## config.mk

```make
export PLATFORM = sky130hd
export DESIGN_NAME = de1_soc_sysid_read_arbiter
export DESIGN_NICKNAME = d
export VERILOG_FILES = /design/src/rtl/de1_soc_sysid_read_arbiter.sv
export SDC_FILE = /design/constraint.sdc
export NUM_CORES = 1
export LEC_CHECK = 0
export ABC_AREA = 1
export CAP_MARGIN = 10
export CORE_ASPECT_RATIO = 0.5
export CORE_MARGIN = 2
export CORE_UTILIZATION = 35
export CTS_BUF_LIST = sky130_fd_sc_hd__clkbuf_4
export DETAILED_ROUTE_END_ITERATION = 8
export MAX_ROUTING_LAYER = met4
export PLACE_DENSITY = 0.79
export SYNTH_ARGS = -nofsm -noshare
export SYNTH_HDL_FRONTEND = slang
export SYNTH_SLANG_ARGS = --single-unit
```

## constraint.sdc

```tcl
create_clock -name clock -period 1 [get_ports clock]
set_clock_uncertainty 0.1 [all_clocks]
set_input_delay 0.25 -clock clock [delete_from_list [all_inputs] [get_ports clock]]
set_output_delay 0.25 -clock clock [all_outputs]
set_load 0.005 [all_outputs]
```

## src/rtl/de1_soc_sysid_read_arbiter.sv

```systemverilog
// ---------------------------------------------------------------------------
// de1_soc_sysid_read_arbiter
//
// Two-master Avalon-MM read arbiter in front of the sysid control slave.
// Masters: m0 (CPU data master) and m1 (boot/JTAG checker). Round-robin
// grant, one outstanding read, registered response with a one-cycle
// readdatavalid strobe.
//
// Transaction: IDLE (accept, waitrequest low) -> SAMPLE (capture slave data)
// -> RESP (readdatavalid to owner) -> IDLE. One read per 3 cycles at most.
//
// Ports
//   clock, reset_n        system clock (rising edge), async active-low reset
//   mN_address/mN_read    master N read request, held until accepted
//   mN_waitrequest        low only in master N's accept cycle
//   mN_readdata/valid     registered response; data meaningful with valid
//   s_address             registered address to the sysid slave
//   s_readdata            combinational sysid slave data
//   id_mismatch           sticky ID-check flag
//
// Build option
//   SYSID_ARB_IDCHECK_EN  when defined, a RESP of an address-0 read whose
//                         data differs from EXPECTED_ID sets id_mismatch until
//                         reset. When undefined, id_mismatch is tied low.
// ---------------------------------------------------------------------------
module de1_soc_sysid_read_arbiter #(
  parameter int          DATA_W      = 32,
  parameter int          ADDR_W      = 1,
  parameter logic [31:0] EXPECTED_ID = 32'hDEADBEEF
) (
  input  logic              clock,
  input  logic              reset_n,
  // master 0
  input  logic [ADDR_W-1:0] m0_address,
  input  logic              m0_read,
  output logic              m0_waitrequest,
  output logic [DATA_W-1:0] m0_readdata,
  output logic              m0_readdatavalid,
  // master 1
  input  logic [ADDR_W-1:0] m1_address,
  input  logic              m1_read,
  output logic              m1_waitrequest,
  output logic [DATA_W-1:0] m1_readdata,
  output logic              m1_readdatavalid,
  // sysid slave
  output logic [ADDR_W-1:0] s_address,
  input  logic [DATA_W-1:0] s_readdata,
  // status
  output logic              id_mismatch
);

  typedef enum logic [1:0] {
    IDLE   = 2'd0,
    SAMPLE = 2'd1,
    RESP   = 2'd2
  } state_t;

  state_t              state_q, state_d;
  logic                owner_q, owner_d;
  logic                last_grant_q, last_grant_d;
  logic [ADDR_W-1:0]   s_address_q, s_address_d;
  logic [DATA_W-1:0]   rdata_q, rdata_d;

  // Combinational winner. With both requesting, the master that did not win
  // last time is chosen; last_grant resets to 1 so m0 wins first contention.
  logic gnt0, gnt1, accept;

  always_comb begin
    gnt0   = 1'b0;
    gnt1   = 1'b0;
    accept = 1'b0;
    if (state_q == IDLE) begin
      gnt0   = m0_read & (~m1_read | last_grant_q);
      gnt1   = m1_read & (~m0_read | ~last_grant_q);
      accept = gnt0 | gnt1;
    end
  end

  // Next-state / datapath
  always_comb begin
    state_d      = state_q;
    owner_d      = owner_q;
    last_grant_d = last_grant_q;
    s_address_d  = s_address_q;
    rdata_d      = rdata_q;
    unique case (state_q)
      IDLE: begin
        if (accept) begin
          owner_d      = gnt1;
          last_grant_d = gnt1;
          s_address_d  = gnt1 ? m1_address : m0_address;
          state_d      = SAMPLE;
        end
      end
      SAMPLE: begin
        // s_address has been stable for a full cycle; slave data is valid.
        rdata_d = s_readdata;
        state_d = RESP;
      end
      RESP: begin
        state_d = IDLE;
      end
      default: begin
        state_d = IDLE;
      end
    endcase
  end

  always_ff @(posedge clock or negedge reset_n) begin
    if (!reset_n) begin
      state_q      <= IDLE;
      owner_q      <= 1'b0;
      last_grant_q <= 1'b1;
      s_address_q  <= '0;
      rdata_q      <= '0;
    end else begin
      state_q      <= state_d;
      owner_q      <= owner_d;
      last_grant_q <= last_grant_d;
      s_address_q  <= s_address_d;
      rdata_q      <= rdata_d;
    end
  end

  // Waitrequest is forced high while reset is asserted so a master holding
  // read through reset never sees a phantom accept.
  assign m0_waitrequest   = ~(reset_n & gnt0);
  assign m1_waitrequest   = ~(reset_n & gnt1);

  assign m0_readdatavalid = (state_q == RESP) & ~owner_q;
  assign m1_readdatavalid = (state_q == RESP) &  owner_q;
  assign m0_readdata      = rdata_q;
  assign m1_readdata      = rdata_q;
  assign s_address        = s_address_q;

`ifdef SYSID_ARB_IDCHECK_EN
  logic id_mismatch_q;

  // Only system-ID reads (address 0) are checked; timestamp reads are not.
  always_ff @(posedge clock or negedge reset_n) begin
    if (!reset_n) begin
      id_mismatch_q <= 1'b0;
    end else if ((state_q == RESP) && (s_address_q == '0) &&
                 (rdata_q != DATA_W'(EXPECTED_ID))) begin
      id_mismatch_q <= 1'b1;
    end
  end

  assign id_mismatch = id_mismatch_q;
`else
  // Check disabled: flag is constant and the expected ID is only referenced
  // to keep the parameter visibly consumed.
  logic unused_expected_id;
  assign unused_expected_id = ^EXPECTED_ID;
  assign id_mismatch        = 1'b0;
`endif

endmodule

```

# Word level (Yosys, flattened, before mapping)
# Cells that the tools add are included.
[op_classes]
eq_ne = 3
mux = 6
bitwise = 15
reduce_logical = 2
[ops]
columns = ["op", "count"]
rows = [
  ["AND 1 bit", 6],
  ["inverter 1 bit", 6],
  ["two-way mux 1 bit", 4],
  ["case mux 2 bit (2 select lines)", 1],
  ["OR 1 bit", 3],
  ["equality test 2 x 1 -> 1 bit (second input constant)", 1],
  ["equality test 2 bit (second input constant)", 1],
  ["zero test 2 bit", 1],
  ["two-way mux 2 bit", 1],
  ["!= test 2 bit (second input constant)", 1],
  ["AND reduction 2 bit", 1],
]
[word_totals]
reg_bits = 37
output_inout_bits = 70
wordCells = 31

# Longest topological paths before layout
# Gate-level depths: netlist of the first run.
[depth]
word_depth = 7
depth_mapped = 6
mapped_depth_nobuf = 5

# Worst setup path after synthesis of the first run
# No wires, ideal clock.
[synth_path]
kind = "register -> output"
startpoint = "register state_q[0]"
endpoint = "output m0_waitrequest"
arrival_ns = 0.726
t_required_ns = 0.650
setup_slack_ns = -0.076
stages_incl_launch_ff = 3
n_path_buf = 0
cell_sequence = "dfrtp_1 > nor2_2 > o2111ai_1"
[synth_between]
elab_chain_cells = 4
[synth_lines]
columns = ["item", "line_no", "source"]
rows = [
  ["start, declared", "58", "state_t state_q, state_d;"],
  ["start signal, assigned", "117", "state_q <= state_d;"],
  ["zero test 2 bit", "72", "if (state_q == IDLE) begin"],
  ["two-way mux 1 bit", "72", ""],
  ["AND 1 bit", "127", "assign m0_waitrequest = ~(reset_n & gnt0);"],
  ["inverter 1 bit", "127", ""],
  ["end, declared", "36", "output logic m0_waitrequest,"],
]
# Every way passes these cells.

# Final worst setup path of the first run
[layout_path]
startpoint = "register state_q[1]"
endpoint = "output m1_waitrequest"
[layout_between]
elab_chain_cells = 4
[layout_lines]
columns = ["item", "line_no", "source"]
rows = [
  ["zero test 2 bit", "72", ""],
  ["two-way mux 1 bit", "72", ""],
  ["AND 1 bit", "128", "assign m1_waitrequest = ~(reset_n & gnt1);"],
  ["inverter 1 bit", "128", ""],
  ["end, declared", "42", "output logic m1_waitrequest,"],
]
# Every way passes these cells.

==> results of run 1 <==
-- final cells by class --
cell class	instances	area, sq um	area share
repair buffers	180	1582	0.4438
flip-flops and latches	37	928.4	0.2605
multi-input cells	114	803.3	0.2254
well taps	70	87.58	0.02458
clock buffers	6	45.04	0.01264
inverters	7	42.54	0.01194
repair inverters	2	41.29	0.01159
clock inverters	2	33.78	0.009480
-- state kept, by name, indices dropped and copies added (netlist names) --
name	count
owner_q	1
last_grant_q	1
s_address	1
state_q	2
m0_readdata	32
-- critical path, stage by stage, from the launching register on --
cell and delay [ps]:
dfrtp_1 460, nor2_4 160, nand4_1 130, buf_2 160
-- repair_timing --
item	in CTS	in global routing
hold endpoints to repair	37	0
setup endpoints to repair	105	136
pin swaps	20	12
resized for setup	365	49
buffers inserted	34	30
gates cloned	4	1
hold buffers	1	0
-- layout by cell type, fill, tap and decap left out --
cell type        synthesis  routed
clkdlybuf4s50_1          0      36
nand3_1                  2       1
buf_16                   0       2
clkinv_1                 0       1
nand4_1                  2       2
nand2_1                 73      24
clkinv_16                0       1
nor2_4                   0       1
dlygate4sd3_1            0       1
nand2_8                  0       1
dfrtp_1                 36      35
inv_8                    0       1
inv_1                    4       3
clkbuf_4                 0       6
conb_1                   1       1
buf_2                    3      50
inv_16                   0       1
buf_4                   33      41
nand2_2                 29      57
o2111ai_1                1       1
nand3_4                  0       1
dfrtp_2                  0       1
nor3_2                   0       2
inv_2                    2       3
dfstp_2                  1       1
buf_12                   3       4
bufinv_16                0       1
o21ai_1                  1       1
buf_6                    0      46
o21ai_4                  0       1
nand2_4                  1      21
-- per-stage QoR --
stage,worst slack [ps],hold slack [ps],instance area (sq um),instances,TNS (ps)
final,-599.3,336.6,3563,418,-32510
after global routing,-654.5,319.9,3563,418,-36360
after floorplan,-40.26,-145.6,1838,197,-1186
after CTS,-522.2,316.5,3213,392,-31460
after detailed placement,-836.0,114.7,2745,347,-25690
after global placement,-801.0,108.4,2745,347,-24230
-- path summary, 6_finish.rpt --
check	from	to	slack, ps	cells past startpoint
max	state_q[1]	m1_waitrequest	-600	3
min	s_readdata[1]	m0_readdata[1]	340	3
max reg2reg	state_q[1]	m0_readdata[11]	-400	7
min reg2reg	last_grant_q	last_grant_q	400	2
max in group asynchronous	reset_n	m0_readdata[10]	120	3
min in group asynchronous	reset_n	owner_q	360	3
-- routing by layer --
| layer | up-vias | share of wire |
|---|---|---|
| met2 | 70 | 0.52 |
| met4 | 0 | 0.038 |
| met5 | - | 0 |
| li1 | 863 | - |
| met3 | 27 | 0.042 |
| met1 | 968 | 0.40 |
-- kinds of logic (layout without fill, tap and decap cells) --
logic type / after synthesis / in the layout / synth area share
flops: 37 / 37 / 0.5114
simple gates: 110 / 110 / 0.2788
buf+inv: 46 / 197 / 0.1953
compound gates: 3 / 3 / 0.01242
other cells: 1 / 1 / 0.002068
-- power by group --
| group | internal (mW) | switching, mW | total [mW] |
|---|---|---|---|
| sequential | 2.26 | 0.662 | 2.92 |
| combinational | 4.77 | 3.85 | 8.62 |
| clock | 0.548 | 0.527 | 1.08 |
| total | 7.57 | 5.04 | 12.6 |
==> results.toml, run 1 <==
[outcome]
status = "complete, but fails checks"
violations = "negative setup slack"

[routing]
remaining_drc_errors = 0
drt_pass1_iterations = 4
viasPerCell = 4.612
wirelength_mm = 7.214
ant_nets = 0
routedWlPerCell_um = 17.26
vias = 1928
drtIter0Drc = 84

[global_route]
met2_usage = 0.4118
grt_busiest_layer = "met2"
grt_pass1_vias = 1833
grt_pass1_wl_mm = 9.025
track_usage = 0.2109
antenna_found_initial = 0
use_met3 = 0.02576
gr-usage-met1 = 0.2361
overflow = 0
grt_max_degree = 31

[synthesis]
synth.most_common_cell = "nand2_1"
synth_seq_area_share = 0.5114
synth_area_sq_um = 1813
synth.area.top_cells = "dfrtp_1 50%, nand2_1 15%, buf_4 14%"
synth.distinct_cells = 19
synth-edff-count = 0
ys.flop_type = "dfrtp_1"
syn-num-nets = 235
syn_area_per_cell_sq_um = 9.203
synthDominantCellAreaShare = 0.4969
syn_inst = 197
ys_seq_elements = 37
synthArstFlopShare = 1.000
yosys_warnings = 0
yosysTopAreaCell = "dfrtp_1"
synth_common_cells = "73 x nand2_1, 36 x dfrtp_1, 33 x buf_4, 29 x nand2_2, 4 x inv_1"

[die]
start_util = 0.3659
dieArea_sq_um = 5807
dieWidth_um = 105.8
die-height_um = 54.89
num_rows = 18
core_sq_um = 4955
io_pins = 108

[power]
vdd_ir_drop_max_mv = 1.877
p_leak_nw = 1.889
p_total_mw = 12.62
power_density_nw_per_um2 = 3541

[timing]
period_needed_ps = 1599
rsz0062_at_grt = "yes"
post-route-period-util = 1.599
finalHoldViolCount = 0
setup_viol = 106
drv_slew = 0
setup_ws_ps = -599.3
fmax_mhz = 625.3

[finish]
diodes = 0
synthToLayoutAreaGrowth_pct = 96.55
fillers = 301
fin_nets = 385
final_util = 0.7192
final_layout_size_suffix_gt1_frac = 0.6954

[cts]
cts_inserted_buffers = 5
cts_sinks = 37
cts_root_buf = "clkbuf_4"
cts_tree = "done"
clkTransAtPathRegs_ps = 120
htreeDepth = 2
insertion_delay_ps = 350
cts_buffer_depth = 2

[worst_setup_path]
path_max_fanout = 3
cp.required_ps = 650
start_kind = "flip-flop"
crit_type = "reg2out"
worstPathArrival_ps = 1250
worstSetupEndpointType = "output port"

[hold_path]
hold_class = "in2reg"

[place]
port_buffers = 106
dpl.hpwl_mm = 3.351
gp_congestion = 0.8393

[flow_run]
drv_cap = 0
Power figures use the tool's default switching activity.
==> inputs of run 2 (changes only) <==
CORE_UTILIZATION = 34   (was 35)
CTS_BUF_LIST = not set   (was sky130_fd_sc_hd__clkbuf_4)
PLACE_DENSITY = 0.78   (was 0.79)
SLEW_MARGIN = 20   (was not set)
==> results.toml, run 2 (synthesis gave the netlist of run 1 again) <==
[timing]
finalHoldViolCount = 36
period_needed_ps = 1533
rsz0062_at_grt = "yes"
hold_ws_ps = -47.86
post-route-period-util = 1.533
setup_viol = 106
setup_ws_ps = -533.2
drv_slew = 0
finalSetupTns_ps = -30740
fmax_mhz = 652.2

[routing]
drtIter0Drc = 72
wirelength_mm = 6.288
remaining_drc_errors = 0
ant_nets = 0
routedWlPerCell_um = 15.30
vias = 1818
viasPerCell = 4.423
drt_pass1_iterations = 4

[power]
p_leak_nw = 1.774
power_density_nw_per_um2 = 3426
vdd_ir_drop_max_mv = 1.302

[cts]
cts_buffer_depth = 2
htreeDepth = 2
cts_inserted_buffers = 5
clkTransAtPathRegs_ps = 70
cts_tree = "done"
cts_root_buf = "clkbuf_8"
cts_sinks = 37
insertion_delay_ps = 280

[finish]
final_cell_mix = "59 x nand2_1, 49 x buf_2, 42 x nand2_2, 42 x buf_6"
synthToLayoutAreaGrowth_pct = 82.54
final_common_cell = "nand2_1"
fillers = 368
fin_nets = 379
largest_reg_flops = 32
final_layout_size_suffix_gt1_frac = 0.5924
diodes = 0

[worst_setup_path]
rr_startpoint = "state_q[1]"
slowest_delay_ps = 410
worstPathArrival_ps = 1180
cp.required_ps = 650
r2r_cells = 9
crit_type = "reg2out"
worstSetupEndpointType = "output port"
r2r_setup_slack_ps = -530
start_kind = "flip-flop"
cpMaxStageDelayCell = "dfrtp_1"
path_cells = "buf_6 -> nor2_4 -> nand4_1 -> buf_2"
regToRegEndpoint = "m0_readdata[16]"
path_max_fanout = 4

[die]
core_sq_um = 5022
dieWidth_um = 107.3
io_pins = 108
num_rows = 18
dieArea_sq_um = 5968
die-height_um = 55.64
start_util = 0.3610

[global_route]
grt_pass1_vias = 1803
antenna_found_initial = 0
track_usage = 0.2018
overflow = 0
grt_pass1_wl_mm = 8.942
grt_max_degree = 38

[outcome]
status = "complete, but fails checks"
violations = "negative hold slack, negative setup slack"

[place]
dpl.hpwl_mm = 3.508
port_buffers = 106
gp_congestion = 0.7923

[flow_run]
drv_cap = 0

[hold_path]
hold_class = "in2async"
[run 2: cell types whose count changed in the layout (fill, tap and decap cells not counted), moves of 2 or more]
cell	before	now
nand2_1	24	59
nand2_4	21	1
nand2_2	57	42
buf_4	41	33
clkbuf_2	0	7
clkbuf_4	6	0
clkbuf_8	0	6
buf_6	46	42
inv_12	0	2
inv_2	3	1
o21ai_2	0	2
[run 2: power by group]
group | total (mW) | switching, mW | leakage, nW | internal (mW)
Clock | 1.06 | 0.517 | 0.0443 | 0.547
Combinational | 7.39 | 3.20 | 1.28 | 4.19
Sequential | 2.88 | 0.612 | 0.453 | 2.27
[run 2: through the flow]
stage	setup WS [ps]	total power, mW	util	std cells	area, sq um
after floorplan	-40.26	5.657	-	197	1838
after global placement	-806.2	7.867	0.5506	348	2765
after detailed placement	-813.5	8.046	0.5506	348	2765
after CTS	-520.1	10.22	0.6141	392	3084
after global routing	-594.4	12.03	0.6589	411	3309
final	-533.2	11.34	0.6589	411	3309
[run 2: critical path: cells and delay by family (launching register included)]
| family | cells | cell delay, ps |
|---|---|---|
| flops | 1 | 410 |
| buf+inv | 2 | 270 |
| simple gates | 2 | 230 |
[run 2: routing by layer]
metal / track usage / share of wire / wire length [um]
met2: 0.3653 / 0.56 / 3523
met1: 0.2191 / 0.38 / 2412
met5: - / 0 / 0
met4: 0.07421 / 0.028 / 176
met3: 0.04333 / 0.028 / 175
[run 2: repair_timing]
item                                    CTS  global route
gates cloned                              6             0
endpoints found under the setup margin  106           106
endpoints found under the hold margin    36            31
setup buffers                            31            23
gates resized for setup                 306            48
pin swaps                                 3             4
[run 2: layout make-up]
type | count | area, sq um | area share
clock buffers | 7 | 86.33 | 0.02609
inverters | 7 | 45.04 | 0.01361
multi-input cells | 114 | 618.1 | 0.1868
flip-flops and latches | 37 | 928.4 | 0.2805
well taps | 70 | 87.58 | 0.02647
repair buffers | 172 | 1475 | 0.4457
repair inverters | 4 | 68.82 | 0.02079
[run 2: worst max path at each step]
stage | startpoint | end | cells after the start
final | state_q[1] | m1_waitrequest | 4
after global routing | state_q[1] | m0_waitrequest | 4
after CTS | state_q[1] | m0_waitrequest | 4
after detailed placement | m1_read | m0_waitrequest | 4
after global placement | m1_read | m0_waitrequest | 4
after floorplan | state_q[0] | m0_waitrequest | 2
==> inputs of run 3 (changes only) <==
CORE_UTILIZATION = 37   (was 34)
PLACE_DENSITY = 0.8   (was 0.78)
clock period = 1.5 ns   (was 1 ns; I/O delays follow)
==> results.toml, run 3 (synthesis gave the netlist of run 1 again) <==
[place]
port_buffers = 106
gp_congestion = 0.8736
dpl.hpwl_mm = 3.461
dp_cells = 339

[global_route]
antenna_found_initial = 0
grt_pass1_vias = 1716
overflow = 0
grt_max_degree = 38
grt_pass1_wl_mm = 7.955
track_usage = 0.2048

[worst_setup_path]
r2r_cells = 6
path_max_fanout = 4
cpLargestDelayFamily = "flip-flops"
cp.depth = 3
worstSetupEndpointType = "output port"
worstPathArrival_ps = 1170
slowest_delay_ps = 450
start_kind = "flip-flop"
path_cells = "buf_4 -> nor3_4 -> buf_2"
crit_type = "reg2out"
cp_num_buf_inv = 2
cp.required_ps = 1020
cpMaxStageDelayCell = "dfrtp_2"

[routing]
drt_pass1_iterations = 4
wirelength_mm = 5.241
routedWlPerCell_um = 14.05
ant_nets = 0
remaining_drc_errors = 0
drtIter0Drc = 93
viasPerCell = 4.391
vias = 1638

[cts]
cts_sinks = 37
cts_root_buf = "clkbuf_8"
cts_tree = "done"
insertion_delay_ps = 300
htreeDepth = 2
clkTransAtPathRegs_ps = 80
cts_inserted_buffers = 5
cts_hold_buf = 0
cts_buffer_depth = 2

[finish]
diodes = 0
largest_reg_flops = 32
final_layout_size_suffix_gt1_frac = 0.3322
final_common_cell = "nand2_1"
final_cells = 373
fin_nets = 344
synthToLayoutAreaGrowth_pct = 58.59
final_util = 0.6317
final_cell_mix = "72 x nand2_1, 52 x dlygate4sd2_1, 35 x dfrtp_1"

[die]
num_rows = 17
io_pins = 108
core_sq_um = 4552
die-height_um = 53.50
start_util = 0.3983
dieWidth_um = 103.0
dieArea_sq_um = 5510

[power]
power_density_nw_per_um2 = 2083
vdd_ir_drop_max_mv = 1.333
p_leak_nw = 1.583

[flow_run]
drv_cap = 0

[timing]
period_needed_ps = 1646
rsz0062_at_grt = "yes"
finalHoldViolCount = 0
post-route-period-util = 1.097
fmax_mhz = 607.5
setup_viol = 4
drv_slew = 0
setup_ws_ps = -146.1

[hold_path]
hold_class = "in2async"

[outcome]
status = "complete, but fails checks"
violations = "negative setup slack"
run 3: cell types whose count changed in the layout (fill, tap and decap cells not counted), moves of 3 or more:
cell           previous run  this run
buf_6                    42         1
buf_2                    49         5
dlygate4sd2_1             1        52
nand2_2                  42        30
buf_12                    3         0
nand2_1                  59        72
clkbuf_2                  7        15
run 3: path summary, 6_finish.rpt:
path                       startpoint          endpoint  slack [ps]
max                        state_q[0]  m0_readdatavalid        -150
min                           reset_n    m0_readdata[6]          60
max reg2reg                state_q[1]    m0_readdata[8]          60
min reg2reg                 s_address         s_address         390
max in group asynchronous     reset_n      last_grant_q         890
min in group clock          s_address         s_address         390
run 3: final cells by class:
type / count / area, sq um
fill: 389 / 1677
timing repair buffer: 141 / 1162
sequential: 37 / 928.4
multi-input combinational: 114 / 550.5
clock buffer: 6 / 82.58
tap: 66 / 82.58
clock inverter: 2 / 37.54
inverter: 7 / 31.28
run 3: what timing repair did:
item	CTS	global route
setup endpoints to repair	69	18
pin swaps	3	1
cloned	0	0
setup buffers	24	2
gates resized for setup	103	16
endpoints found under the hold margin	0	0
run 3: power by group:
part | switching [mW] | internal, mW | total [mW]
sequential | 0.351 | 1.51 | 1.86
clock | 0.369 | 0.541 | 0.910
combinational | 1.53 | 1.69 | 3.22
run 3: per-stage QoR:
step	total power [mW]	setup WS, ps	setup TNS [ps]	hold WS, ps	cell area, sq um
2_1_floorplan	3.705	298.7	0	-20.59	1813
3_3_place_gp	5.063	-550.4	-1288	364.6	2696
3_5_place_dp	5.204	-592.0	-1517	370.1	2696
4_1_cts	6.030	-186.4	-433.2	66.90	2934
5_1_grt	6.435	-184.4	-640.4	89.62	2875
6_report	5.990	-146.1	-421.6	56.97	2875
run 3: layer usage:
| metal | vias up | part of all wire | global-route usage |
|---|---|---|---|
| li1 | 779 | - | - |
| met1 | 783 | 0.37 | 0.2021 |
| met4 | 0 | 0.036 | 0.1009 |
| met2 | 55 | 0.56 | 0.3799 |
| met3 | 21 | 0.036 | 0.05812 |
| met5 | - | 0 | - |
